$ cat config.mk
export PLATFORM = sky130hd
export DESIGN_NAME = jtvigil_scrregs
export DESIGN_NICKNAME = d
export VERILOG_FILES = /design/src/rtl/jtvigil_scrregs.sv
export SDC_FILE = /design/constraint.sdc
export NUM_CORES = 1
export LEC_CHECK = 0
export CELL_PAD_IN_SITES_DETAIL_PLACEMENT = 0
export CELL_PAD_IN_SITES_GLOBAL_PLACEMENT = 1
export CORE_MARGIN = 2
export CORE_UTILIZATION = 35
export CTS_BUF_LIST = sky130_fd_sc_hd__clkbuf_8
export DETAILED_ROUTE_END_ITERATION = 16
export PLACE_DENSITY_LB_ADDON = 0.1
export SYNTH_ARGS = -nofsm -noshare
export SYNTH_HDL_FRONTEND = slang
export SYNTH_SLANG_ARGS = --single-unit
export TNS_END_PERCENT = 20
$ cat constraint.sdc
create_clock -name clk -period 2.4 [get_ports clk]
set_input_delay 0.36 -clock clk [delete_from_list [all_inputs] [get_ports clk]]
set_output_delay 0.36 -clock clk [all_outputs]
set_load 0.05 [all_outputs]
$ cat src/rtl/jtvigil_scrregs.sv
// Main CPU video control ports: scroll, rear-layer colour/enable, flip and sound latch.
// Scroll and colour values are written to shadow registers and copied to the outputs at vertical blank.
module jtvigil_scrregs #(
    parameter bit LATCH_VB = 1'b1
) (
    input  logic        clk,
    input  logic        rst,
    input  logic        cpu_cen,
    input  logic        io_cs,
    input  logic        rnw,
    input  logic [2:0]  addr,
    input  logic [7:0]  din,
    input  logic        LVBL,
    output logic [8:0]  scr1pos,
    output logic [10:0] scr2pos,
    output logic [2:0]  scr2col,
    output logic        scr2enb,
    output logic        flip,
    output logic        latch_wr,
    output logic [7:0]  snd_latch,
    output logic        pend
);

    logic [8:0]  sh_scr1pos;
    logic [10:0] sh_scr2pos;
    logic [2:0]  sh_scr2col;
    logic        sh_scr2enb;
    logic        lvbl_l;
    logic        done;
    logic        wr_ok;
    logic        xfer;

    // done blocks further updates until io_cs drops, so a long access counts once
    assign wr_ok = io_cs & ~rnw & cpu_cen & ~done;
    assign xfer  = LATCH_VB ? (lvbl_l & ~LVBL) : 1'b1;

    always_ff @(posedge clk or negedge rst) begin
        if (!rst) begin
            sh_scr1pos <= '0;
            sh_scr2pos <= '0;
            sh_scr2col <= '0;
            sh_scr2enb <= 1'b1;
            scr1pos    <= '0;
            scr2pos    <= '0;
            scr2col    <= '0;
            scr2enb    <= 1'b1;
            flip       <= 1'b0;
            latch_wr   <= 1'b0;
            snd_latch  <= '0;
            pend       <= 1'b0;
            lvbl_l     <= 1'b1;
            done       <= 1'b0;
        end else begin
            lvbl_l <= LVBL;

            if (!io_cs)
                done <= 1'b0;
            else if (wr_ok)
                done <= 1'b1;

            latch_wr <= wr_ok && (addr == 3'd6) && !latch_wr;

            if (wr_ok) begin
                case (addr)
                    3'd0: sh_scr1pos[7:0]  <= din;
                    3'd1: sh_scr1pos[8]    <= din[0];
                    3'd2: sh_scr2pos[7:0]  <= din;
                    3'd3: sh_scr2pos[10:8] <= din[2:0];
                    3'd4: begin
                        sh_scr2col <= din[2:0];
                        sh_scr2enb <= ~din[6];
                    end
                    3'd5: flip      <= din[0];
                    3'd6: snd_latch <= din;
                    default: ;
                endcase
            end

            // Nonblocking reads here see the shadow values from before any same-cycle write
            if (xfer) begin
                scr1pos <= sh_scr1pos;
                scr2pos <= sh_scr2pos;
                scr2col <= sh_scr2col;
                scr2enb <= sh_scr2enb;
            end

            if (wr_ok && (addr <= 3'd4))
                pend <= 1'b1;
            else if (xfer)
                pend <= 1'b0;
        end
    end

endmodule

== After elaboration in Yosys (flattened, before gate mapping) ==
Index checks and enable logic that the tools add are counted.
Word-level totals
  register bits after elaboration: 61
  input port bits: 17
Cells by class
  bitwise gates (word level): 8
  $lt $le $gt $ge: 1
  muxes and demuxes: 4
  reductions and logical operators: 13
  equal/unequal tests: 7
Operators by type and width (number)
  $reduce_and A2 Y1: 7
  $eq A3 B3 Y1 const B: 3
  $eq A3 B2 Y1 const B: 2
  $and A1 B1 Y1: 4
  $mux W1: 4
  $not A1 Y1: 4
  $eq A3 B1 Y1 const B: 1
  $le A3 B3 Y1 const B: 1
  $logic_and A1 B1 Y1: 3
  $logic_not A3 Y1: 1
  $ne A2 B1 Y1 const B: 1
  $reduce_bool A2 Y1: 1
  $logic_not A1 Y1: 1

== Logic depth before layout (Yosys ltp) ==
Gate-level depths: netlist (run 1).
  depth after elaboration: 6
  depth in mapped cells: 4
  depth with buffers taken out: 3

== Worst setup path after synthesis (run 1) ==
OpenSTA, ideal clock, no wires.
  path kind: register -> register
  from: register done
  to: register sh_scr2pos[0]
  arrival: 1.582 ns
  cell stages (with the launch flop): 5
  clock period less this slack: 1.707 ns
  required time: 2.275 ns
  slack: 0.693 ns
  buffers on the path: 1
  cell sequence: dfrtp_1 -> nand4bb_4 -> or4b_4 -> buf_6 -> mux2_4
Between the ends
  cells in the longest elaborated chain, start to end: 3
Ends and longest elaborated chain
  from (decl): line 29  | logic done;
  from (signal assigned): line 52  | done <= 1'b0;
  from (signal assigned): line 57  | done <= 1'b0;
  from (signal assigned): line 59  | done <= 1'b1;
  $not A1 Y1: line 34  | assign wr_ok = io_cs & ~rnw & cpu_cen & ~done;
  $and A1 B1 Y1: line 34
  $reduce_and A2 Y1 (no line)
  to (signal assigned): line 67  | 3'd2: sh_scr2pos[7:0] <= din;
  to (decl): line 25  | logic [10:0] sh_scr2pos;
No other way between the ends.
A chain may end at the register's enable or synchronous reset.

== Final worst setup path (run 1) ==
  from: register scr2enb
  to: output scr2enb
RTL lines
  from (decl): line 17  | output logic scr2enb,
  from (signal assigned): line 84  | scr2enb <= sh_scr2enb;
No word-level cell between the ends.

==> results of run 1 <==
-- stage by stage --
stage	setup slack [ns]	hold slack (ns)	cell area, um^2	cells
2_1_floorplan	0.693	0.0644	2400	145
3_3_place_gp	0.218	0.421	3020	273
3_5_place_dp	0.185	0.419	3020	273
4_1_cts	0.364	0.0656	3220	289
5_1_grt	0.337	0.108	3220	289
6_report	0.390	0.0582	3220	289
-- cell type report --
cell class / instances / area [um^2]
clock buffers: 11 / 151
multi-input cells: 75 / 833
repair buffers: 55 / 548
well taps: 80 / 100
flip-flops and latches: 61 / 1530
clock inverters: 5 / 46.3
inverters: 2 / 7.51
fillers: 602 / 3500
-- logic make-up (layout without fill, tap and decap cells) --
kind of cell	count (synthesis)	in the layout	synth area share [%]
simple gates	15	15	5.93
compound gates	3	3	0.729
mux	57	57	27.9
buf+inv	9	73	1.77
flops	61	61	63.7
-- cells in the mapped netlist (2+ instances only) --
| cell | instances | area share [%] |
|---|---|---|
| buf_1 | 2 | 0.31 |
| clkbuf_1 | 3 | 0.47 |
| dfrtp_1 | 58 | 60 |
| dfstp_2 | 3 | 3.3 |
| inv_1 | 2 | 0.31 |
| mux2_2 | 48 | 22 |
| mux2_4 | 8 | 5.0 |
| nand2_1 | 2 | 0.31 |
| nor2b_1 | 3 | 0.78 |
| o21ai_0 | 2 | 0.42 |
-- routing by layer --
layer | up-vias | global-route usage (%) | wire, um
li1 | 630 | - | -
met1 | 705 | 17.8 | 2240
met2 | 35 | 19.9 | 2050
met3 | 13 | 3.13 | 178
met4 | 0 | 8.52 | 123
met5 | - | 0 | 0
-- where the power goes --
group	internal (uW)	switching [uW]	total (uW)
combinational	418	629	1050
clock	523	368	891
sequential	1240	110	1350
-- flip-flops by register name, indices dropped and copies added (netlist names), 3 cells and up --
name	cells
sh_scr2pos	11
sh_scr1pos	9
sh_scr2col	3
scr1pos	9
scr2pos	11
snd_latch	8
scr2col	3
-- how the worst max path moves through the flow --
stage	from	endpoint	slack, ns
2_1_floorplan	done	sh_scr2pos[0]	0.69
3_3_place_gp	io_cs	sh_scr2pos[3]	0.22
3_5_place_dp	io_cs	sh_scr2pos[5]	0.18
4_1_cts	scr2enb	scr2enb	0.36
5_1_grt	scr2enb	scr2enb	0.34
6_report	scr2enb	scr2enb	0.39
==> flow_metrics.env, run 1 <==
export IMPL_crit_type="register to output pin"
export IMPL_area_growth_pct=33.8
export IMPL_drt_pass1_iterations=4
export IMPL_fin_util_pct=47.9
export IMPL_coreArea_um2=6720
export IMPL_finalSetupTns_ns=0
export IMPL_cp_arrival_ns=1.65
export IMPL_crit_cells=1
export IMPL_rsz0062_at_grt="no"
export IMPL_vias=1383
export IMPL_drv_slew=0
export IMPL_hold_class="input port to async pin"
export IMPL_cp_max_fo=2
export IMPL_syn_area_um2=2400
export IMPL_drc=0
export IMPL_cts_sinks=61
export IMPL_dieWidth_um=86.9
export IMPL_maxCapViolCount=0
export IMPL_finalCritPeriodShare_pct=83.8
export IMPL_regToRegSetupSlack_ns=0.64
export IMPL_die_h_um=86.9
export IMPL_grt_start_max_net_pins=34
export IMPL_slowest_delay_ns=0.79
export IMPL_ys_types=24
export IMPL_avgSynthCellArea_um2=16.6
export IMPL_cts_hold_fix_buffers=0
export IMPL_min_period_ns=2.01
export IMPL_finalClockSkew_ns=0.00856
export IMPL_diodes=0
export IMPL_irDropWorstVdd_mv=0.458
export IMPL_numCtsBuffers=9
export IMPL_cp_data_required_time_ns=2.04
export IMPL_ioPinCount=52
export IMPL_fin_nets=221
export IMPL_synth_edf_count=0
export IMPL_cts_tree="built"
export IMPL_cts_setup_buffers=0
export IMPL_wirelength_mm=4.60
export IMPL_wire_per_inst_um=15.9
export IMPL_ctsResizeCount=0
export IMPL_antenna_left=0
export IMPL_fp_dieArea_um2=7550
export IMPL_reg2regPathDepth=3
export IMPL_status="complete, no violations"
export IMPL_clock_path_buffers=2
export IMPL_slew_headroom_pct=55.7
export IMPL_slowest_stage="clkdlybuf4s50_1"
export IMPL_cp_top_family="buffers and inverters"
export IMPL_synth_warnings=0
export IMPL_port_buffers=51
export IMPL_worst_slew_pin_slew_ns=0.664
export IMPL_cp_cell_sequence="clkdlybuf4s50_1"
export IMPL_track_usage_pct=13.5
export IMPL_cts_max_level=3
export IMPL_start_util_pct=35.8
export IMPL_hold_viol=0
export IMPL_synth_nets=162
export IMPL_cts_root_buf="clkbuf_8"
export IMPL_final_common_cell="dfrtp_1"
export IMPL_clk_latency_ns=0.34
export IMPL_std_cell_rows=30
export IMPL_synth_seq_cells=61
export IMPL_syn_inst=145
export IMPL_grt_pass1_wl_mm=7.47
export IMPL_gr_total_overflow=0
export IMPL_power_density_nw_per_um2=1020
export IMPL_rr_endpoint="sh_scr2pos[4]"
export IMPL_setup_viol=0
export IMPL_async_flop_share_pct=100
export IMPL_drive_gt1_share_pct=39.2
export IMPL_total_power_uw=3290
export IMPL_critPathBufInv=1
export IMPL_synth_ff_type="dfrtp_1"
export IMPL_drt_iter0_drc=35
export IMPL_r2r_start="done"
export IMPL_p_leak_uw=0.00147
export IMPL_viasPerCell=4.79
export IMPL_place_gp_congestion=0.734
export IMPL_hpwl_mm=3.21
export IMPL_worstSetupEndpointType="output pin"
export IMPL_layout_common_cells="58 x dfrtp_1, 50 x clkdlybuf4s50_1, 48 x mux2_2, 11 x clkbuf_8, 8 x mux2_4"
export IMPL_grt_antenna_before_repair=0
export IMPL_clk_pin_slew_ns=0.07
export IMPL_fmax_ghz=0.497
export IMPL_startpoint_type="register"
export IMPL_grt_pass1_vias=1488
export IMPL_synth_seq_area_share_pct=63.7
Power figures use the tool's default switching activity.
==> inputs of run 2 (changes only) <==
Clock period 2.4 ns to 1.7 ns, I/O delays scaled along.
==> run 2 against run 1 <==
Clock power is 57% higher. Utilization is 0.54 points higher. Routed wire length is 1.2% higher. Non-clock buffer count is 10 higher. Setup slack worse by 0.37 ns. Combinational power is 35% higher. Cell count is 3.5% higher. Via count is 2.2% higher. First-iteration DRC count is 2.9% higher. Sequential power is 41% higher. Sequential share of layout area is 0.53 points lower. Worst hold slack better by 0.32 ns. Critical path type is now input port to register. Largest power group unchanged.
==> flow_metrics.env, run 2 (synthesized netlist as in run 1, its figures left out) <==
export IMPL_status="complete, no violations"
export IMPL_wirelength_mm=4.65
export IMPL_intPower_uw=3110
export IMPL_diodes=0
export IMPL_cts_tree="built"
export IMPL_startpoint_type="input port"
export IMPL_std_cell_rows=30
export IMPL_coreArea_um2=6720
export IMPL_clk_latency_ns=0.33
export IMPL_hold_viol=0
export IMPL_cts_root_buf="clkbuf_8"
export IMPL_stdcell_count=299
export IMPL_port_buffers=51
export IMPL_hpwl_mm=3.20
export IMPL_drt_iter0_drc=36
export IMPL_drv_slew=0
export IMPL_setup_viol=0
export IMPL_irDropWorstVdd_mv=0.547
export IMPL_grt_pass1_wl_mm=7.63
export IMPL_grt_start_max_net_pins=62
export IMPL_drc=0
export IMPL_fmax_ghz=0.597
export IMPL_total_power_uw=4740
export IMPL_comb_power_share_pct=30.1
export IMPL_hold_class="input port to register"
export IMPL_cts_max_level=3
export IMPL_worstSetupEndpointType="register"
export IMPL_finalSetupTns_ns=0
export IMPL_area_growth_pct=35.3
export IMPL_p_seq_share_pct=40.4
export IMPL_finalCritPeriodShare_pct=98.6
export IMPL_viasPerCell=4.73
export IMPL_nFillCells=575
export IMPL_dieWidth_um=86.9
export IMPL_clockPowerShare_pct=29.5
export IMPL_track_usage_pct=13.5
export IMPL_fin_nets=231
export IMPL_p_sw_uw=1620
export IMPL_clock_path_buffers=2
export IMPL_finalClockSkew_ns=0.00755
export IMPL_p_leak_uw=0.00158
export IMPL_crit_type="input port to register"
export IMPL_place_gp_congestion=0.786
export IMPL_min_period_ns=1.68
export IMPL_cp_max_fo=8
export IMPL_dpl_cell_count=282
export IMPL_drive_gt1_share_pct=58.9
export IMPL_rsz0062_at_grt="yes"
export IMPL_cp_data_required_time_ns=1.91
export IMPL_drt_pass1_iterations=3
export IMPL_top_regs="scr2pos (11), sh_scr2pos (11)"
export IMPL_clk_pin_slew_ns=0.07
export IMPL_wire_per_inst_um=15.6
export IMPL_p_sw_share_pct=34.3
export IMPL_antenna_left=0
export IMPL_vias=1413
export IMPL_whs_ns=0.374
export IMPL_worst_slew_pin_slew_ns=0.343
export IMPL_ioPinCount=52
export IMPL_cp_arrival_ns=1.89
export IMPL_final_common_cell="dfrtp_1"
export IMPL_cts_setup_buffers=0
export IMPL_gr_total_overflow=0
export IMPL_fp_dieArea_um2=7550
export IMPL_grt_pass1_vias=1503
export IMPL_layout_common_cells="58 x dfrtp_1, 48 x mux2_2, 45 x buf_4, 15 x clkdlybuf4s50_1, 9 x clkbuf_8"
export IMPL_numCtsBuffers=9
export IMPL_slew_headroom_pct=76.8
export IMPL_cts_sinks=61
export IMPL_die_h_um=86.9
export IMPL_grt_antenna_before_repair=0
export IMPL_power_density_nw_per_um2=1460
export IMPL_maxCapViolCount=0
export IMPL_start_util_pct=35.8
[run 2: changes by cell type in the layout (fill, tap and decap cells not counted), moves of 2 or more]
cell,delta
clkbuf_8,-2
buf_12,+2
clkdlybuf4s50_1,-35
inv_1,-2
buf_4,+42
[run 2: worst paths after layout]
path / from / endpoint / slack (ns) / depth (start not counted)
max: io_cs / sh_scr2pos[1] / 0.02 / 4
min: LVBL / lvbl_l / 0.37 / 1
max reg2reg: done / sh_scr2pos[1] / 0.03 / 3
min reg2reg: latch_wr / latch_wr / 0.43 / 1
max in group asynchronous: rst / sh_scr2enb / 0.94 / 3
min in group asynchronous: rst / scr2col[0] / 0.47 / 3
[run 2: timing repair]
action / 4_1_cts / 5_1_grt
hold buffers: 1 / 0
endpoints found under the setup margin: 8 / 7
hold endpoints to repair: 58 / 0
gates resized for setup: 0 / 1
pin swaps: 1 / 0
[run 2: cell type report]
class / count / area [um^2] / share of cell area (%)
multi-input combinational: 75 / 838 / 25.8
tap: 80 / 100 / 3.08
clock inverter: 7 / 90.1 / 2.77
inverter: 2 / 7.51 / 0.231
sequential: 61 / 1530 / 47.0
timing repair buffer: 65 / 563 / 17.3
clock buffer: 9 / 124 / 3.81
[run 2: metrics by stage]
step | setup slack (ns) | util [%] | cell area (um^2)
floorplan | 0.0113 | - | 2410
global placement | -0.325 | 45.0 | 3020
detailed placement | -0.363 | 45.0 | 3020
CTS | 0.00413 | 48.3 | 3250
global route | -0.00956 | 48.4 | 3250
finish | 0.0243 | 48.4 | 3250
[run 2: power by group through the flow]
stage               registers, uW  logic [uW]  clock network, uW
global route                 1960        1490               1500
global placement             1930        1420                  0
detailed placement           1940        1440                  0
finish                       1910        1420               1400
CTS                          1920        1440               1440
floorplan                    2560         317                  0
[run 2: critical path, stage by stage]
cell and delay, ns:
clkdlybuf4s50_1 0.55, nand4bb_4 0.14, or4b_4 0.61, mux2_4 0.33
[run 2: layer usage]
metal | share of wire [%] | global-route usage (%) | vias up
met4 | 2.3 | 7.67 | 0
met2 | 46 | 20.2 | 32
met3 | 4.1 | 3.41 | 11
met1 | 47 | 17.9 | 712
met5 | 0 | 0 | -
li1 | - | - | 658
